### src/rtl/plot_bitmap_scheduler_if.sv
// Bitmap-scheduler bus: plot control, bitmap BRAM read side and the pixel stream to the plotter.
interface plot_bitmap_scheduler_if #(
    parameter int unsigned WIDTH  = 80,
    parameter int unsigned HEIGHT = 106,
    parameter int unsigned ADDR_W = 17
);
    localparam int unsigned ColW = $clog2(WIDTH);
    localparam int unsigned RowW = $clog2(HEIGHT);

    logic              start_in;
    logic              abort_in;
    logic              serpentine_in;
    logic              next_req_in;
    logic [ADDR_W-1:0] bram_addr_out;
    logic              bram_data_in;
    logic              pixel_out;
    logic              pixel_valid_out;
    logic              row_end_out;
    logic [ColW-1:0]   col_out;
    logic [RowW-1:0]   row_out;
    logic              freeze_out;
    logic              busy_out;
    logic              done_out;

    modport master (
        output start_in, abort_in, serpentine_in, next_req_in, bram_data_in,
        input  bram_addr_out, pixel_out, pixel_valid_out, row_end_out, col_out, row_out,
        input  freeze_out, busy_out, done_out
    );

    modport slave (
        input  start_in, abort_in, serpentine_in, next_req_in, bram_data_in,
        output bram_addr_out, pixel_out, pixel_valid_out, row_end_out, col_out, row_out,
        output freeze_out, busy_out, done_out
    );
endinterface

### src/rtl/plot_bitmap_scheduler.sv
// Streams the 1-bit bitmap to the plotter one pixel per request, in raster or serpentine order,
// waiting out the BRAM read latency after every address change.
module plot_bitmap_scheduler #(
    parameter int unsigned WIDTH        = 80,
    parameter int unsigned HEIGHT       = 106,
    parameter int unsigned ADDR_W       = 17,
    parameter int unsigned READ_LATENCY = 2
) (
    input logic                   clk_in,
    input logic                   rst_in,
    plot_bitmap_scheduler_if.slave bus
);
    localparam int unsigned ColW = $clog2(WIDTH);
    localparam int unsigned RowW = $clog2(HEIGHT);
    localparam int unsigned LatW = (READ_LATENCY > 1) ? $clog2(READ_LATENCY) : 1;

    localparam logic [ColW-1:0]   ColLast = ColW'(WIDTH - 1);
    localparam logic [RowW-1:0]   RowLast = RowW'(HEIGHT - 1);
    localparam logic [LatW-1:0]   LatLast = LatW'(READ_LATENCY - 1);
    localparam logic [ADDR_W-1:0] RowStep = ADDR_W'(WIDTH);

    typedef enum logic [1:0] {StIdle, StSettle, StWaitReq, StDone} state_e;

    state_e            state_q, state_d;
    logic [LatW-1:0]   lat_q, lat_d;
    logic [ColW-1:0]   col_q, col_d;
    logic [RowW-1:0]   row_q, row_d;
    logic [ADDR_W-1:0] addr_q, addr_d;
    logic              serp_q, serp_d;
    logic              pend_q, pend_d;
    logic              pix_q, pix_d;
    logic              valid_q, valid_d;
    logic              row_end_q, row_end_d;
    logic [ColW-1:0]   ocol_q, ocol_d;
    logic [RowW-1:0]   orow_q, orow_d;
    logic              done_q, done_d;

    logic descending;
    logic at_row_end;
    logic at_final;

    always_comb begin
        descending = serp_q & row_q[0];
        at_row_end = descending ? (col_q == '0) : (col_q == ColLast);
        at_final   = (row_q == RowLast) & at_row_end;
    end

    always_comb begin
        state_d   = state_q;
        lat_d     = lat_q;
        col_d     = col_q;
        row_d     = row_q;
        addr_d    = addr_q;
        serp_d    = serp_q;
        pend_d    = pend_q;
        pix_d     = pix_q;
        row_end_d = row_end_q;
        ocol_d    = ocol_q;
        orow_d    = orow_q;
        valid_d   = 1'b0;
        done_d    = 1'b0;

        if (bus.abort_in) begin
            state_d = StIdle;
            pend_d  = 1'b0;
        end else begin
            unique case (state_q)
                StIdle: begin
                    if (bus.start_in) begin
                        state_d = StSettle;
                        lat_d   = '0;
                        col_d   = '0;
                        row_d   = '0;
                        addr_d  = '0;
                        serp_d  = bus.serpentine_in;
                        pend_d  = 1'b0;
                    end
                end
                StSettle: begin
                    // One-deep: a second request while pending collapses into the first.
                    if (bus.next_req_in) pend_d = 1'b1;
                    if (lat_q == LatLast) state_d = StWaitReq;
                    else                  lat_d   = lat_q + LatW'(1);
                end
                StWaitReq: begin
                    if (bus.next_req_in || pend_q) begin
                        pix_d     = bus.bram_data_in;
                        ocol_d    = col_q;
                        orow_d    = row_q;
                        row_end_d = at_row_end;
                        valid_d   = 1'b1;
                        pend_d    = 1'b0;
                        if (at_final) begin
                            state_d = StDone;
                            done_d  = 1'b1;
                        end else begin
                            state_d = StSettle;
                            lat_d   = '0;
                            if (at_row_end) begin
                                // Serpentine turns around in place: same column, one row down.
                                row_d  = row_q + RowW'(1);
                                col_d  = serp_q ? col_q : '0;
                                addr_d = serp_q ? addr_q + RowStep : addr_q + ADDR_W'(1);
                            end else if (descending) begin
                                col_d  = col_q - ColW'(1);
                                addr_d = addr_q - ADDR_W'(1);
                            end else begin
                                col_d  = col_q + ColW'(1);
                                addr_d = addr_q + ADDR_W'(1);
                            end
                        end
                    end
                end
                StDone:  state_d = StIdle;
                default: state_d = StIdle;
            endcase
        end
    end

    always_ff @(posedge clk_in or posedge rst_in) begin
        if (rst_in) begin
            state_q   <= StIdle;
            lat_q     <= '0;
            col_q     <= '0;
            row_q     <= '0;
            addr_q    <= '0;
            serp_q    <= 1'b0;
            pend_q    <= 1'b0;
            pix_q     <= 1'b0;
            valid_q   <= 1'b0;
            row_end_q <= 1'b0;
            ocol_q    <= '0;
            orow_q    <= '0;
            done_q    <= 1'b0;
        end else begin
            state_q   <= state_d;
            lat_q     <= lat_d;
            col_q     <= col_d;
            row_q     <= row_d;
            addr_q    <= addr_d;
            serp_q    <= serp_d;
            pend_q    <= pend_d;
            pix_q     <= pix_d;
            valid_q   <= valid_d;
            row_end_q <= row_end_d;
            ocol_q    <= ocol_d;
            orow_q    <= orow_d;
            done_q    <= done_d;
        end
    end

    assign bus.bram_addr_out   = addr_q;
    assign bus.pixel_out       = pix_q;
    assign bus.pixel_valid_out = valid_q;
    assign bus.row_end_out     = row_end_q;
    assign bus.col_out         = ocol_q;
    assign bus.row_out         = orow_q;
    assign bus.busy_out        = (state_q != StIdle);
    assign bus.freeze_out      = (state_q != StIdle);
    assign bus.done_out        = done_q;
endmodule

### src/flat_wrapper.sv
// flat-port wrapper written by rule: the top's interface ports become plain ports
module plot_bitmap_scheduler_flat 
#(
    parameter int unsigned WIDTH        = 80,
    parameter int unsigned HEIGHT       = 106,
    parameter int unsigned ADDR_W       = 17,
    parameter int unsigned READ_LATENCY = 2
)
  (clk_in, rst_in, bus_start_in, bus_abort_in, bus_serpentine_in, bus_next_req_in, bus_bram_data_in, bus_bram_addr_out, bus_pixel_out, bus_pixel_valid_out, bus_row_end_out, bus_col_out, bus_row_out, bus_freeze_out, bus_busy_out, bus_done_out);
  plot_bitmap_scheduler_if #(.WIDTH(WIDTH), .HEIGHT(HEIGHT), .ADDR_W(ADDR_W)) bus_i ();
  input logic clk_in;
  input logic rst_in;
  input wire logic [$bits(bus_i.start_in)-1:0] bus_start_in;
  input wire logic [$bits(bus_i.abort_in)-1:0] bus_abort_in;
  input wire logic [$bits(bus_i.serpentine_in)-1:0] bus_serpentine_in;
  input wire logic [$bits(bus_i.next_req_in)-1:0] bus_next_req_in;
  input wire logic [$bits(bus_i.bram_data_in)-1:0] bus_bram_data_in;
  output wire logic [$bits(bus_i.bram_addr_out)-1:0] bus_bram_addr_out;
  output wire logic [$bits(bus_i.pixel_out)-1:0] bus_pixel_out;
  output wire logic [$bits(bus_i.pixel_valid_out)-1:0] bus_pixel_valid_out;
  output wire logic [$bits(bus_i.row_end_out)-1:0] bus_row_end_out;
  output wire logic [$bits(bus_i.col_out)-1:0] bus_col_out;
  output wire logic [$bits(bus_i.row_out)-1:0] bus_row_out;
  output wire logic [$bits(bus_i.freeze_out)-1:0] bus_freeze_out;
  output wire logic [$bits(bus_i.busy_out)-1:0] bus_busy_out;
  output wire logic [$bits(bus_i.done_out)-1:0] bus_done_out;
  assign bus_i.start_in = bus_start_in;
  assign bus_i.abort_in = bus_abort_in;
  assign bus_i.serpentine_in = bus_serpentine_in;
  assign bus_i.next_req_in = bus_next_req_in;
  assign bus_i.bram_data_in = bus_bram_data_in;
  assign bus_bram_addr_out = bus_i.bram_addr_out;
  assign bus_pixel_out = bus_i.pixel_out;
  assign bus_pixel_valid_out = bus_i.pixel_valid_out;
  assign bus_row_end_out = bus_i.row_end_out;
  assign bus_col_out = bus_i.col_out;
  assign bus_row_out = bus_i.row_out;
  assign bus_freeze_out = bus_i.freeze_out;
  assign bus_busy_out = bus_i.busy_out;
  assign bus_done_out = bus_i.done_out;
  plot_bitmap_scheduler #(.WIDTH(WIDTH), .HEIGHT(HEIGHT), .ADDR_W(ADDR_W), .READ_LATENCY(READ_LATENCY)) u_core (.clk_in(clk_in), .rst_in(rst_in), .bus(bus_i));
endmodule
### config.mk
export PLATFORM = sky130hd
export DESIGN_NAME = plot_bitmap_scheduler_flat
export DESIGN_NICKNAME = d
export VERILOG_FILES = /design/src/rtl/plot_bitmap_scheduler_if.sv /design/src/rtl/plot_bitmap_scheduler.sv /design/src/flat_wrapper.sv
export SDC_FILE = /design/constraint.sdc
export NUM_CORES = 1
export LEC_CHECK = 0
export CORE_MARGIN = 8
export CORE_UTILIZATION = 60
export CTS_CLUSTER_DIAMETER = 40
export DETAILED_ROUTE_END_ITERATION = 10
export PLACE_DENSITY = 0.91
export SYNTH_ARGS = -nofsm -noshare
export SYNTH_HDL_FRONTEND = slang
export SYNTH_SLANG_ARGS = --single-unit
export TNS_END_PERCENT = 5
### constraint.sdc
create_clock -name clk_in -period 6.2 [get_ports clk_in]
set_input_delay 0.62 -clock clk_in [delete_from_list [all_inputs] [get_ports clk_in]]
set_output_delay 0.62 -clock clk_in [all_outputs]
set_load 0.03 [all_outputs]
# == After elaboration in Yosys (flattened, before gate mapping) ==
# Index checks and enable logic that the tools add are counted.
# word_totals
regBits,54
inputBits,7
output_inout_bits,37
wordCells,93
# op_classes
n_addsub,7
eq_ne,14
muxes,41
bitwise_logic,3
n_reduce_logical,15
# op_table
op,n
17-bit two-way mux,6
7-bit two-way mux,9
17-bit one-hot mux with 2 select lines,1
7-bit one-hot mux with 2 select lines,2
"17-bit by 1-bit adder with 17-bit output, second input constant",1
"17-bit by 7-bit adder with 17-bit output, second input constant",1
"17-bit by 1-bit subtractor with 17-bit output, second input constant",1
1-bit two-way mux,15
"7-bit by 1-bit adder with 7-bit output, second input constant",2
"7-bit equality test, second input constant",2
6-bit AND reduction,2
2-bit two-way mux,5
5-bit AND reduction,2
"3-bit inequality test, second input constant",3
3-bit AND reduction,3
2-bit one-hot mux with 4 select lines,1
7-bit zero test,1
"7-bit by 1-bit subtractor with 7-bit output, second input constant",1
"3-bit by 2-bit inequality test with 1-bit output, second input constant",2
1-bit one-hot mux with 3 select lines,2
"2-bit equality test, second input constant",2
"2-bit by 1-bit inequality test with 1-bit output, second input constant",2
"2-bit inequality test, second input constant",2
4-bit AND reduction,1
9 further kinds,11

# == Logic depth before layout (Yosys ltp) ==
# logic_depth
depth_word,7
ltp_mapped,11
ltp_nobuf,10

# == Worst setup path before layout ==
# No wires, ideal clock.
# synth_path
path_type,register -> register
from,"register u_core.addr_q[7], in the netlist u_core.bus.bram_addr_out[7]"
to,"register u_core.addr_q[15], in the netlist u_core.bus.bram_addr_out[15]"
setup_time_ns,0.126
t_arrival_ns,2.450
required_time_ns,6.074
slack_ns,3.624
path_stages_with_launch,8
n_path_buf,1
synth_period_minus_slack_ns,2.576
cell_sequence,dfrtp_1 -> buf_6 -> or4_4 -> or3_4 -> or3_4 -> o22ai_2 -> o21ai_1 -> a221o_1
# synth_between
elab_chain_cells,6
word_cells_on_any_way,9
classes_between,add/sub: 3; mux: 6
# synth_lines
item,line,text
from (decl),plot_bitmap_scheduler.sv:28,"logic [ADDR_W-1:0] addr_q, addr_d;"
from (signal assigned),plot_bitmap_scheduler.sv:140,addr_q <= addr_d;
"17-bit by 1-bit adder with 17-bit output, or another cell as far along","plot_bitmap_scheduler.sv:103, plot_bitmap_scheduler.sv:109",
"17-bit two-way mux, on equally long branches","plot_bitmap_scheduler.sv:104, plot_bitmap_scheduler.sv:103",
17-bit two-way mux (*),plot_bitmap_scheduler.sv:99,if (at_row_end) begin
17-bit two-way mux (*),plot_bitmap_scheduler.sv:93,if (at_final) begin
17-bit two-way mux (*),plot_bitmap_scheduler.sv:86,if (bus.next_req_in || pend_q) begin
17-bit one-hot mux with 2 select lines (*),plot_bitmap_scheduler.sv:67,unique case (state_q)
# Mark *: on every way between the ends. The rest lies on a longest branch, timed or not. The select of a mux whose other input is x is not followed.
# A chain may end at the register's enable or synchronous reset.

# == Worst setup path in the final report ==
# layout_path
from,register u_core.serp_q
to,register u_core.col_q[6]
# layout_between
elab_chain_cells,6
word_cells_on_any_way,11
classes_between,eq/ne: 2; mux: 6; bitwise: 2; reduce/logical: 1
# layout_lines
item,line,text
from (decl),plot_bitmap_scheduler.sv:29,"logic serp_q, serp_d;"
from (signal assigned),plot_bitmap_scheduler.sv:141,serp_q <= serp_d;
1-bit AND,plot_bitmap_scheduler.sv:43,descending = serp_q & row_q[0];
7-bit two-way mux or 1-bit two-way mux (tied branches),"plot_bitmap_scheduler.sv:104, plot_bitmap_scheduler.sv:44",
7-bit two-way mux,plot_bitmap_scheduler.sv:99,
7-bit two-way mux,plot_bitmap_scheduler.sv:93,
7-bit two-way mux,plot_bitmap_scheduler.sv:86,
7-bit one-hot mux with 2 select lines,plot_bitmap_scheduler.sv:67,
to (signal assigned),plot_bitmap_scheduler.sv:138,col_q <= col_d;
to (decl),plot_bitmap_scheduler.sv:26,"logic [ColW-1:0] col_q, col_d;"
# Several ways; a longest one is shown, not always the timed one. The select of a mux whose other input is x is not followed.

==> impl_metrics.tcl <==
set metrics [dict create \
    cp-start-kind "flip-flop" \
    insertedDiodeCount 0 \
    utilization_pct 71.11 \
    dr_total_vias 3632 \
    cpPeakStageDelay_ns 0.75 \
    yosys_most_used_dff "dfrtp_1" \
    yosysSeqAreaShare_pct 36.41 \
    min_path_type "reg2reg" \
    die_w_um 94.65 \
    firstDrtPassIters 5 \
    antenna_left 0 \
    gr-total-overflow 0 \
    drc 0 \
    synth_async_sr_flop_share_pct 100.0 \
    hold_viol 0 \
    cts_buffer_depth 2 \
    core-area_um2 5956 \
    grt_pass1_wl_mm 16.66 \
    critPathSlowestCell "o21a_1" \
    vias_per_cell 6.814 \
    track_usage_pct 22.83 \
    cts.hold.buffers_added 0 \
    yosys_warnings 0 \
    postCtsSetupBuffers 0 \
    post_cts_resized 0 \
    die-area_um2 8958 \
    syn_area_um2 3711 \
    cts_tree "built" \
    cp.buffers_inverters 1 \
    synth_cell_types 69 \
    report.final.slew_viol_count 0 \
    first_iter_violations 566 \
    drive_above_1_share_pct 5.022 \
    irDropWorstVdd_mv 0.2641 \
    ys_seq_elements 54 \
    boundaryPins 44 \
    worstSetupEndpointType "flip-flop" \
    clock-sinks 54 \
    dpl_cell_area_um2 4138 \
    h-tree-depth 2 \
    drt-wirelength-per-cell_um 18.65 \
    tns_ns 0 \
    crit_chain "nand2_1 > inv_2 > nor3_1 > o21a_1 > nor2_1 > a21oi_1 > o21ai_0" \
    clk_pin_slew_ns 0.11 \
    grt_max_degree 55 \
    max_freq_mhz 299.7 \
    max_slew_margin_pct 45.03 \
    p_per_area_nw_per_um2 251.2 \
    routed_wl_mm 9.938 \
    cts-root-buf "clkbuf_8" \
    clk_latency_ns 0.32 \
    rsz0062_at_grt "no" \
    gp_congestion 0.9413 \
    initial_core_util_pct 62.31 \
    maxCapViolCount 0 \
    finClkSkew_ns 0.009422 \
    power.leakage_nw 1.761 \
    die_h_um 94.65 \
    final_nets 478 \
    critical_path_arrival_ns 3.54 \
    postSynthCellCount 432 \
    fin_crit_sh_pct 53.82 \
    period_needed_ns 3.337 \
    dpl.hpwl_mm 7.009 \
    crit_path_max_fanout 22 \
    antenna_found_initial 0 \
    total_power_mw 1.064 \
    synth-edff-count 0 \
    setup_viol 0 \
    fin_area_um2 4235 \
    worst_slew_pin_slew_ns 0.8246 \
    grt_pass1_vias 3397 \
    n_fill_cell 472 \
    portBuffers 43 \
    crit_family "simple AND/OR/NAND/NOR gates" \
    avgSynthCellArea_um2 8.590 \
    rows 28 \
    cts_buffers 5 \
    syn_nets 453 \
    critPathKind "reg2reg" \
    area_growth_pct 14.13 \
    status "completed" \
    critPathRequiredTime_ns 6.40 \
]
## metal layers
| layer | track usage [%] | vias up | wire [um] |
|---|---|---|---|
| li1 | - | 1652 | - |
| met2 | 36.62 | 205 | 4754 |
| met3 | 3.571 | 32 | 863 |
| met5 | 0 | - | 0 |
| met4 | 8.062 | 0 | 229 |
| met1 | 30.57 | 1743 | 4091 |
## kinds of logic after synthesis
logic type	count (synthesis)	share of synthesized area, %
simple gates	166	23.60
compound gates	117	21.07
flops	54	36.41
buf+inv	51	5.563
mux	26	7.687
fa+ha+maj	14	4.720
xor+xnor	4	0.9442
## placed cells by master, fill, tap and decap left out, types with 6 or more instances in the layout
| master | instances |
|---|---|
| o21ai_0 | 6 |
| nand3_1 | 25 |
| nand2_1 | 39 |
| o21a_1 | 6 |
| inv_1 | 20 |
| and3_1 | 7 |
| o21ai_1 | 22 |
| ha_1 | 14 |
| a21oi_1 | 24 |
| dfrtp_1 | 54 |
| nor3_1 | 13 |
| nor2_1 | 29 |
| nand4_1 | 9 |
| mux2_1 | 18 |
| mux2i_1 | 6 |
| a22o_1 | 8 |
| a31oi_1 | 7 |
| or3_1 | 9 |
| clkdlybuf4s50_1 | 43 |
## Yosys cell counts, types with 4 or more instances
cell | instances | area share, %
a21oi_1 | 24 | 3.2
a22o_1 | 8 | 1.9
a31oi_1 | 7 | 1.2
and3_1 | 7 | 1.2
clkbuf_1 | 22 | 2.2
dfrtp_1 | 54 | 36
ha_1 | 14 | 4.7
inv_1 | 21 | 2.1
mux2_1 | 18 | 5.5
mux2i_1 | 6 | 1.6
nand2_1 | 39 | 3.9
nand3_1 | 25 | 3.4
nand4_1 | 9 | 1.5
nor2_1 | 29 | 2.9
nor3_1 | 13 | 1.8
nor4_1 | 4 | 0.67
o21a_1 | 6 | 1.2
o21ai_0 | 6 | 0.81
o21ai_1 | 22 | 3.0
o22ai_1 | 5 | 0.84
o32ai_1 | 4 | 0.94
or3_1 | 9 | 1.5
## power breakdown
part | switching, mW | total (mW) | leakage (nW) | internal (mW)
Combinational | 0.262 | 0.410 | 0.966 | 0.148
Clock | 0.133 | 0.217 | 0.0506 | 0.0849
Sequential | 0.0495 | 0.436 | 0.744 | 0.387
## sequential cells by signal (all words and copies together) (netlist names)
| signal | count |
|---|---|
| u_core.bus.bram_addr_out | 17 |
| u_core.bus.col_out | 7 |
| u_core.bus.done_out | 1 |
| u_core.bus.pixel_out | 1 |
| u_core.bus.pixel_valid_out | 1 |
| u_core.bus.row_end_out | 1 |
| u_core.bus.row_out | 7 |
| u_core.col_q | 7 |
| u_core.lat_q | 1 |
| u_core.pend_q | 1 |
| u_core.row_q | 7 |
| u_core.serp_q | 1 |
| u_core.state_q | 2 |
## final timing paths
path                                              startpoint                                       end  slack (ns)  cells after the start
setup / recovery                   u_core.serp_q$_DFFE_PP0P_               u_core.col_q[6]$_DFFE_PP0P_        2.86                      7
hold / removal             u_core.bus.col_out[1]$_DFFE_PP0P_         u_core.bus.col_out[1]$_DFFE_PP0P_        0.49                      1
setup reg to reg                   u_core.serp_q$_DFFE_PP0P_               u_core.col_q[6]$_DFFE_PP0P_        2.86                      7
hold reg to reg            u_core.bus.col_out[1]$_DFFE_PP0P_         u_core.bus.col_out[1]$_DFFE_PP0P_        0.49                      1
max in group asynchronous                             rst_in  u_core.bus.bram_addr_out[15]$_DFFE_PP0P_        4.94                      3
min in group asynchronous                             rst_in          u_core.bus.pixel_out$_DFFE_PP0P_        0.81                      3
## layout make-up
cell class                      count  area [um2]  share of cell area, %
Timing Repair Buffer               46       452.9                  10.69
Inverter                           23       86.33                  2.038
Clock buffer                        5       68.82                  1.625
Multi-Input combinational cell    327        2153                  50.84
Clock inverter                      3       28.78                 0.6795
Tap cell                           75       93.84                  2.216
Sequential cell                    54        1351                  31.91
## stage by stage
step	std cells	setup WS, ns	hold WS (ns)
after floorplan	432	3.624	0.4571
after global placement	525	3.134	0.4662
after detailed placement	525	3.038	0.4751
after CTS	533	2.995	0.4990
after global routing	533	2.635	0.5052
final	533	2.863	0.4929
Power figures use the tool's default switching activity.
